==> src/rtl/i2c_target_responder.sv <==
// i2c_target_responder: clocked I2C target. Oversamples SCL/SDA on ref_clk,
// detects START/STOP, answers one 7-bit address, captures written bytes and
// shifts out tx_data on reads. SDA is driven open-drain through sda_oe.
module i2c_target_responder #(
  parameter logic [6:0] SLAVE_ADDR = 7'h50,
  parameter logic [7:0] RX_RESET   = 8'h00
) (
  input  logic       ref_clk,
  input  logic       reset,
  input  logic       scl_in,
  input  logic       sda_in,
  output logic       sda_oe,
  input  logic [7:0] tx_data,
  output logic [7:0] rx_data,
  output logic       rx_valid,
  output logic       addr_match,
  output logic       txn_done,
  output logic       busy
);

  localparam logic [2:0] ST_IDLE     = 3'd0;
  localparam logic [2:0] ST_ADDR     = 3'd1;
  localparam logic [2:0] ST_ADDR_ACK = 3'd2;
  localparam logic [2:0] ST_WR_DATA  = 3'd3;
  localparam logic [2:0] ST_WR_ACK   = 3'd4;
  localparam logic [2:0] ST_RD_DATA  = 3'd5;
  localparam logic [2:0] ST_RD_ACK   = 3'd6;
  localparam logic [2:0] ST_IGNORE   = 3'd7;

  // Pin vector: bit 0 = SCL, bit 1 = SDA.
  logic [1:0] pin_vec;
  logic [1:0] pin_meta_reg;
  logic [1:0] pin_sync_reg;
  logic [1:0] pin_prev_reg;

  assign pin_vec = {sda_in, scl_in};

  genvar gi;
  generate
    for (gi = 0; gi < 2; gi++) begin : g_sync
      // Two-flop synchronizer plus previous sample; during reset the chain is
      // preloaded with the pin level so no false edge appears on release.
      always_ff @(posedge ref_clk) begin
        if (!reset) begin
          pin_meta_reg[gi] <= pin_vec[gi];
          pin_sync_reg[gi] <= pin_vec[gi];
          pin_prev_reg[gi] <= pin_vec[gi];
        end else begin
          pin_meta_reg[gi] <= pin_vec[gi];
          pin_sync_reg[gi] <= pin_meta_reg[gi];
          pin_prev_reg[gi] <= pin_sync_reg[gi];
        end
      end
    end
  endgenerate

  logic scl_rise_next, scl_fall_next, start_next, stop_next;
  logic scl_rise_reg, scl_fall_reg, start_reg, stop_reg;
  logic sda_bit;

  assign scl_rise_next = pin_sync_reg[0] & ~pin_prev_reg[0];
  assign scl_fall_next = ~pin_sync_reg[0] & pin_prev_reg[0];
  assign start_next    = pin_sync_reg[0] & pin_prev_reg[0] & ~pin_sync_reg[1] & pin_prev_reg[1];
  assign stop_next     = pin_sync_reg[0] & pin_prev_reg[0] & pin_sync_reg[1] & ~pin_prev_reg[1];
  // SDA level as seen by the detector when the registered event fires.
  assign sda_bit       = pin_prev_reg[1];

  // Register bus events so each one is a single-cycle pulse for the FSM.
  always_ff @(posedge ref_clk) begin
    if (!reset) begin
      scl_rise_reg <= 1'b0;
      scl_fall_reg <= 1'b0;
      start_reg    <= 1'b0;
      stop_reg     <= 1'b0;
    end else begin
      scl_rise_reg <= scl_rise_next;
      scl_fall_reg <= scl_fall_next;
      start_reg    <= start_next;
      stop_reg     <= stop_next;
    end
  end

  logic [2:0] state_reg;
  logic [2:0] bit_cnt_reg;
  logic [7:0] shift_reg;
  logic [7:0] shift_in;
  logic       rw_reg;
  logic       ack_phase_reg;
  logic       sda_oe_reg;
  logic [7:0] rx_data_reg;
  logic       rx_valid_reg;
  logic       addr_match_reg;
  logic       txn_done_reg;
  logic       busy_reg;

  assign shift_in = {shift_reg[6:0], sda_bit};

  // Protocol FSM: START/STOP override bit processing in the same cycle.
  always_ff @(posedge ref_clk) begin
    rx_valid_reg <= 1'b0;
    txn_done_reg <= 1'b0;
    if (!reset) begin
      state_reg      <= ST_IDLE;
      bit_cnt_reg    <= 3'd0;
      shift_reg      <= 8'h00;
      rw_reg         <= 1'b0;
      ack_phase_reg  <= 1'b0;
      sda_oe_reg     <= 1'b0;
      rx_data_reg    <= RX_RESET;
      addr_match_reg <= 1'b0;
      busy_reg       <= 1'b0;
    end else if (start_reg) begin
      state_reg      <= ST_ADDR;
      bit_cnt_reg    <= 3'd0;
      ack_phase_reg  <= 1'b0;
      sda_oe_reg     <= 1'b0;
      addr_match_reg <= 1'b0;
      busy_reg       <= 1'b1;
    end else if (stop_reg) begin
      state_reg      <= ST_IDLE;
      bit_cnt_reg    <= 3'd0;
      ack_phase_reg  <= 1'b0;
      sda_oe_reg     <= 1'b0;
      busy_reg       <= 1'b0;
      txn_done_reg   <= addr_match_reg;
      addr_match_reg <= 1'b0;
    end else begin
      case (state_reg)
        ST_ADDR: begin
          if (scl_rise_reg) begin
            shift_reg   <= shift_in;
            bit_cnt_reg <= bit_cnt_reg + 3'd1;
            if (bit_cnt_reg == 3'd7) begin
              if (shift_in[7:1] == SLAVE_ADDR) begin
                state_reg      <= ST_ADDR_ACK;
                addr_match_reg <= 1'b1;
                rw_reg         <= shift_in[0];
                ack_phase_reg  <= 1'b0;
              end else begin
                state_reg <= ST_IGNORE;
              end
            end
          end
        end
        ST_ADDR_ACK: begin
          // First fall starts the ACK pulse, second fall ends the 9th clock.
          if (scl_fall_reg) begin
            if (!ack_phase_reg) begin
              sda_oe_reg    <= 1'b1;
              ack_phase_reg <= 1'b1;
            end else begin
              ack_phase_reg <= 1'b0;
              bit_cnt_reg   <= 3'd0;
              if (rw_reg) begin
                state_reg  <= ST_RD_DATA;
                shift_reg  <= tx_data;
                sda_oe_reg <= ~tx_data[7];
              end else begin
                state_reg  <= ST_WR_DATA;
                sda_oe_reg <= 1'b0;
              end
            end
          end
        end
        ST_WR_DATA: begin
          if (scl_rise_reg) begin
            shift_reg   <= shift_in;
            bit_cnt_reg <= bit_cnt_reg + 3'd1;
            if (bit_cnt_reg == 3'd7) begin
              rx_data_reg   <= shift_in;
              rx_valid_reg  <= 1'b1;
              state_reg     <= ST_WR_ACK;
              ack_phase_reg <= 1'b0;
            end
          end
        end
        ST_WR_ACK: begin
          if (scl_fall_reg) begin
            if (!ack_phase_reg) begin
              sda_oe_reg    <= 1'b1;
              ack_phase_reg <= 1'b1;
            end else begin
              sda_oe_reg    <= 1'b0;
              ack_phase_reg <= 1'b0;
              bit_cnt_reg   <= 3'd0;
              state_reg     <= ST_WR_DATA;
            end
          end
        end
        ST_RD_DATA: begin
          if (scl_fall_reg) begin
            bit_cnt_reg <= bit_cnt_reg + 3'd1;
            if (bit_cnt_reg == 3'd7) begin
              sda_oe_reg    <= 1'b0;
              ack_phase_reg <= 1'b0;
              state_reg     <= ST_RD_ACK;
            end else begin
              sda_oe_reg <= ~shift_reg[6];
              shift_reg  <= {shift_reg[6:0], 1'b0};
            end
          end
        end
        ST_RD_ACK: begin
          // Master ACK reloads the byte at the rise; its MSB goes out at the fall.
          if (scl_rise_reg && !ack_phase_reg) begin
            if (!sda_bit) begin
              shift_reg     <= tx_data;
              ack_phase_reg <= 1'b1;
            end else begin
              state_reg <= ST_IGNORE;
            end
          end else if (scl_fall_reg && ack_phase_reg) begin
            sda_oe_reg    <= ~shift_reg[7];
            bit_cnt_reg   <= 3'd0;
            ack_phase_reg <= 1'b0;
            state_reg     <= ST_RD_DATA;
          end
        end
        default: begin
          // IDLE and IGNORE wait for START/STOP and never drive SDA.
        end
      endcase
    end
  end

  assign sda_oe     = sda_oe_reg;
  assign rx_data    = rx_data_reg;
  assign rx_valid   = rx_valid_reg;
  assign addr_match = addr_match_reg;
  assign txn_done   = txn_done_reg;
  assign busy       = busy_reg;

endmodule
==> config.mk <==
export PLATFORM = sky130hd
export DESIGN_NAME = i2c_target_responder
export DESIGN_NICKNAME = d
export VERILOG_FILES = /design/src/rtl/i2c_target_responder.sv
export SDC_FILE = /design/constraint.sdc
export NUM_CORES = 1
export LEC_CHECK = 0
export CORE_ASPECT_RATIO = 1.5
export CORE_MARGIN = 5
export CORE_UTILIZATION = 54
export DETAILED_ROUTE_END_ITERATION = 8
export HOLD_SLACK_MARGIN = 0.1
export PLACE_DENSITY = 0.79
export REMOVE_ABC_BUFFERS = 1
export SLEW_MARGIN = 20
export SYNTH_ARGS = -nofsm -noshare
export SYNTH_HDL_FRONTEND = slang
export SYNTH_SLANG_ARGS = --single-unit
==> constraint.sdc <==
create_clock -name ref_clk -period 2.3 [get_ports ref_clk]
set_clock_uncertainty 0.2 [all_clocks]
set_input_delay 0.23 -clock ref_clk [delete_from_list [all_inputs] [get_ports ref_clk]]
set_output_delay 0.23 -clock ref_clk [all_outputs]
set_load 0.02 [all_outputs]
# Word level (Yosys, flattened, before mapping)
# Index checks and enable logic that the tools add are counted.
# totals
regBits	39
in_bits	12
out_inout_bits	13
word_cells	170
# op_classes
n_addsub	1
eq_ne	43
muxes	61
n_bitwise	19
reduce_logical	24
# op_table
cell	n
2-to-1 mux 8 bit	8
2-to-1 mux 3 bit	21
inequality test 4 bit (second input constant)	10
inequality test 2 bit (second input constant)	17
one-hot mux 8 bit (4 select lines)	1
2-to-1 mux 1 bit	27
AND reduction 13 bit	2
one-hot mux 3 bit (6 select lines)	1
equality test 3 bit (second input constant)	4
inverter 1 bit	12
one-hot mux 3 bit (4 select lines)	1
AND reduction 6 bit	2
nonzero test 4 bit	3
AND reduction 11 bit	1
inequality test 5 bit (second input constant)	2
inequality test 3 bit (second input constant)	3
AND reduction 9 bit	1
nonzero test 8 bit	1
bitwise AND 1 bit	7
equality test 7 bit (second input constant)	1
AND reduction 7 bit	1
equality test 3 x 2 -> 1 bit (second input constant)	2
inequality test 2 x 1 -> 1 bit (second input constant)	3
nonzero test 6 bit	1
13 further kinds	16

# Logic depth before layout (Yosys ltp)
# depth
ltp_word	7
ltp_mapped	8
mapped_depth_nobuf	7

# Worst setup path after synthesis
# OpenSTA, ideal clock, no wires.
# synth_path
path_type	register to register
from	register bit_cnt_reg[0]
to	register shift_reg[5]
setup_time_ps	79
arrival_time_ps	1774
required_time_ps	2021
slack_ps	247
stages_incl_launch_ff	9
path_buffers	1
synth_period_minus_slack_ps	2053
path_cell_list	dfxtp_1 > ha_1 > ha_1 > nand2_1 > o22ai_2 > a2111oi_4 > buf_6 > nor2_1 > a211oi_2
# synth_via
elab_chain_cells	3
# synth_rtl
item	line	rtl
start: declaration	84	logic [2:0] bit_cnt_reg;
start signal: assignment	132	bit_cnt_reg <= bit_cnt_reg + 3'd1;
start signal: assignment	168	bit_cnt_reg <= bit_cnt_reg + 3'd1;
start signal: assignment	192	bit_cnt_reg <= bit_cnt_reg + 3'd1;
equality test 3 bit	193	if (bit_cnt_reg == 3'd7) begin
inequality test 2 bit (no line)	-	
AND reduction 11 bit (no line)	-	
end signal: assignment	167	shift_reg <= shift_in;
end signal: assignment	199	shift_reg <= {shift_reg[6:0], 1'b0};
end signal: assignment	207	shift_reg <= tx_data;
end: declaration	85	logic [7:0] shift_reg;
# No other way between the ends.
# A chain may end at the register's enable or synchronous reset.

# Worst setup path after layout
# layout_path
from	register bit_cnt_reg[0]
to	register shift_reg[3]
# The elaborated chain is that of the path after synthesis.

==> summary by stage <==
Power
Net switching is 21.29% of the power. Across the VDD grid, the largest voltage drop is ~640 uV. For this design the total switching power over the nets is 0.2931 mW.

Combinational logic burns 6.3% of the power. The power share of the sequential group is 51.0%. The share of total power in the clock network is 42.7%.

Summed over all cells, the static leakage comes to 0.9276 nW. The power density over cell area is 599.6 nW/um^2. The internal power of the cells is 1.084 mW.

Hold path
In this run the worst hold path is classified as input pin to flip-flop.

Placement
Routability-driven placement finished with a final weighted congestion of 0.9434. Buffers placed on the I/O ports in this run total 24. The wire-length estimate of the detail-placed layout is 3058 um. The area of placed instances is 2177 sq um.

STA
The count of final setup violators is 0. Static timing analysis puts the maximum clock frequency at between 0.4 and 0.5 GHz. The total negative setup slack is 0 ps.

The actual transition at the worst max-transition pin is 510.8 ps. Setup repair after global routing left no endpoint under its margin. The final max-slew violation count is 0.

After layout, the minimum clock period comes to 2108 ps. Measured against its own limit, the worst slew margin works out to 65.88%. The portion of the clock cycle consumed by the worst path in the final layout is between 90% and 100%. The hold violation total from the final report was 0.

CTS
CTS saw 39 sinks. The insertion delay of the later-clocked pin in the worst-skew pair is 290 ps. The clock buffer count from CTS is 5. The CTS tree is built. No sink is reached through more buffers than the 2 on the longest clock path. The clock root buffer is sky130_fd_sc_hd__clkbuf_8. The total of hold buffers inserted after clock tree synthesis is 0. The depth of the CTS H-tree is 2. Clock-pin slew was measured on the worst setup and hold paths at 70 ps.

Critical path
The launching element type of the critical path is a flip-flop. The setup slack on the worst flop-to-flop path is roughly 190 ps. The worst setup path is captured at a flip-flop. The data arrival time of the worst path is 2110 ps. At the worst endpoint, the required time is ~2300 ps. The biggest fanout along the worst timing path is 8.

The setup path with the least slack is of type flip-flop to flip-flop.

Logic synthesis
The Yosys warning count is 0. Counting flops and latches in the post-synthesis netlist gives 39. The mean instance size in the synthesized netlist is 8.890 sq um.

The most used flip-flop cell after synthesis is sky130_fd_sc_hd__dfxtp_1. The cell area that synthesis handed to floorplanning was 1858 sq um. The synthesized design contains 0 enable-type register cells. The cell count after synthesis is 209. For this run, the register share of the synthesized area comes to 42.02%. The number of unique standard cell types used by synthesis is 53. Of all flip-flops after synthesis, the portion carrying an async set or reset was 0%.

GRT
In the global route stage, overall resource usage came out at 19.24%. The first-pass GRT wire length is 7044 um. The via count of the first global-routing pass is 1,566. The initial antenna violation count is 0. The largest net degree at the start of global routing is 25. The aggregate global routing overflow is 0.

Cells and area
The sequential cells in the finished layout cover a total of 782.0 sq um. The post-layout instance area is 2296 sq um. The ratio of cells with drive above 1 in the final layout is between 10% and 20%. The area growth from synthesis to layout is 23.57%. The antenna diode count is 0. The final net count is 252.

Counting the fill cells in the layout gives 267. The area occupied by multi-input gates is 993.5 sq um.

Route
Wires add up to 4206 um. The post-detailed-route wirelength per cell is approximately 15 um. The residual DRC count is 0.

The first detailed-routing pass ran for 4 iterations. The detailed router finished its first iteration with 29 violations. The detail route stage leaves a number of antenna-violating nets equal to 0. The number of vias per cell after detailed routing is 5.715. The total via count after detailed routing is 1,606.

Status
The run finished with clean final reports.

Job
Across the run, the number of max-cap violations was 0.

Floorplan
The site row count is 26. The die height is approximately 82 um. The die covers 4738 sq um.

The total area inside the core boundary comes to 3351 sq um. The die outline width is between 50 and 60 um. The top-level port count is 25. The initial utilization of the core area, before any placement, comes to 55.45%.
power by group through the flow:
stage	registers, mW	logic [mW]	clock network, mW
2_1_floorplan	0.718	0.0393	0
3_5_place_dp	0.717	0.0870	0
6_report	0.702	0.0871	0.588
3_3_place_gp	0.717	0.0862	0
5_1_grt	0.703	0.0956	0.630
4_1_cts	0.701	0.0873	0.596
kinds of logic (layout without fill, tap and decap cells):
family | count (synthesis) | after routing | share of synthesized area, %
muxes | 16 | 16 | 8.619
and+or+nand+nor | 89 | 89 | 23.84
buffers and inverters | 17 | 47 | 4.511
DFF | 39 | 39 | 42.02
adders and majority gates | 2 | 2 | 1.347
AOI/OAI and AO/OA | 45 | 45 | 19.19
xor gates and xnor gates | 1 | 1 | 0.4715
layout by cell type, fill, tap and decap left out, types with 4 or more instances in the layout:
cell type / count
sky130_fd_sc_hd__inv_1: 4
sky130_fd_sc_hd__mux2i_1: 16
sky130_fd_sc_hd__dfxtp_1: 38
sky130_fd_sc_hd__clkdlybuf4s50_1: 24
sky130_fd_sc_hd__nor3b_1: 5
sky130_fd_sc_hd__buf_4: 10
sky130_fd_sc_hd__nand2b_1: 4
sky130_fd_sc_hd__clkbuf_8: 6
sky130_fd_sc_hd__nand2_1: 23
sky130_fd_sc_hd__nor2_1: 31
sky130_fd_sc_hd__a211oi_1: 6
sky130_fd_sc_hd__a21oi_1: 9
path summary, 6_finish.rpt:
path                                                  start                         to  cells after the start
worst max-delay path            bit_cnt_reg[0]$_SDFFE_PP0P_  shift_reg[3]$_SDFFE_PN0P_                      8
worst max register to register  bit_cnt_reg[0]$_SDFFE_PP0P_  shift_reg[3]$_SDFFE_PN0P_                      8
worst min-delay path                                 scl_in    pin_meta_reg[0]$_DFF_P_                      1
worst min register to register      pin_meta_reg[1]$_DFF_P_    pin_sync_reg[1]$_DFF_P_                      2
metal layers:
layer	routed length [um]	up-vias	share of wire, %	global-route usage [%]
li1	-	810	-	-
met3	167	13	4.0	5.031
met2	2156	37	51	32.92
met4	123	0	2.9	9.977
met5	0	-	0	0
met1	1759	746	42	21.70
Yosys cell counts, types with 4 or more instances:
cell / instances / area, sq um
sky130_fd_sc_hd__nor2_1: 31 / 116.4
sky130_fd_sc_hd__a211oi_1: 6 / 45.04
sky130_fd_sc_hd__nand2_1: 23 / 86.33
sky130_fd_sc_hd__dfxtp_1: 39 / 780.8
sky130_fd_sc_hd__nand2b_1: 4 / 25.02
sky130_fd_sc_hd__nor3b_1: 5 / 37.54
sky130_fd_sc_hd__mux2i_1: 16 / 160.2
sky130_fd_sc_hd__buf_2: 4 / 20.02
sky130_fd_sc_hd__a21oi_1: 9 / 45.04
sky130_fd_sc_hd__inv_1: 4 / 15.01
cell type report:
type | count | share of cell area [%]
Tap cell | 42 | 2.289
Clock buffer | 6 | 3.597
Inverter | 4 | 0.6540
Clock inverter | 2 | 1.526
Sequential cell | 39 | 34.06
Multi-Input combinational cell | 153 | 43.27
Timing Repair Buffer | 35 | 14.60
metrics by stage:
step                      utilization, %  std cells  hold WS, ps  power, mW  setup WS, ps
after floorplan                        -        196        57.72     0.7571         23.34
after global placement             64.97        273        207.4     0.8032         189.3
after detailed placement           64.97        273        215.1     0.8042         149.7
after CTS                          68.48        281        209.0      1.384         124.2
after global routing               68.52        281        212.8      1.429         33.30
final                              68.52        281        214.0      1.377         191.7
critical path, cell delays in order (launching register included):
cell                        delay [ps]
sky130_fd_sc_hd__dfxtp_1           330
sky130_fd_sc_hd__ha_1              200
sky130_fd_sc_hd__ha_1              230
sky130_fd_sc_hd__nand2_1           120
sky130_fd_sc_hd__o22ai_2           100
sky130_fd_sc_hd__a2111oi_4         360
sky130_fd_sc_hd__buf_4             230
sky130_fd_sc_hd__nor2_1             50
sky130_fd_sc_hd__a211oi_1          210
timing repair:
action / 4_1_cts / 5_1_grt
gates resized for setup: 0 / 1
setup buffers: 0 / 0
endpoints found under the hold margin: 0 / 0
setup endpoints to repair: 0 / 2
No activity file was read; power rests on OpenSTA's default activity.
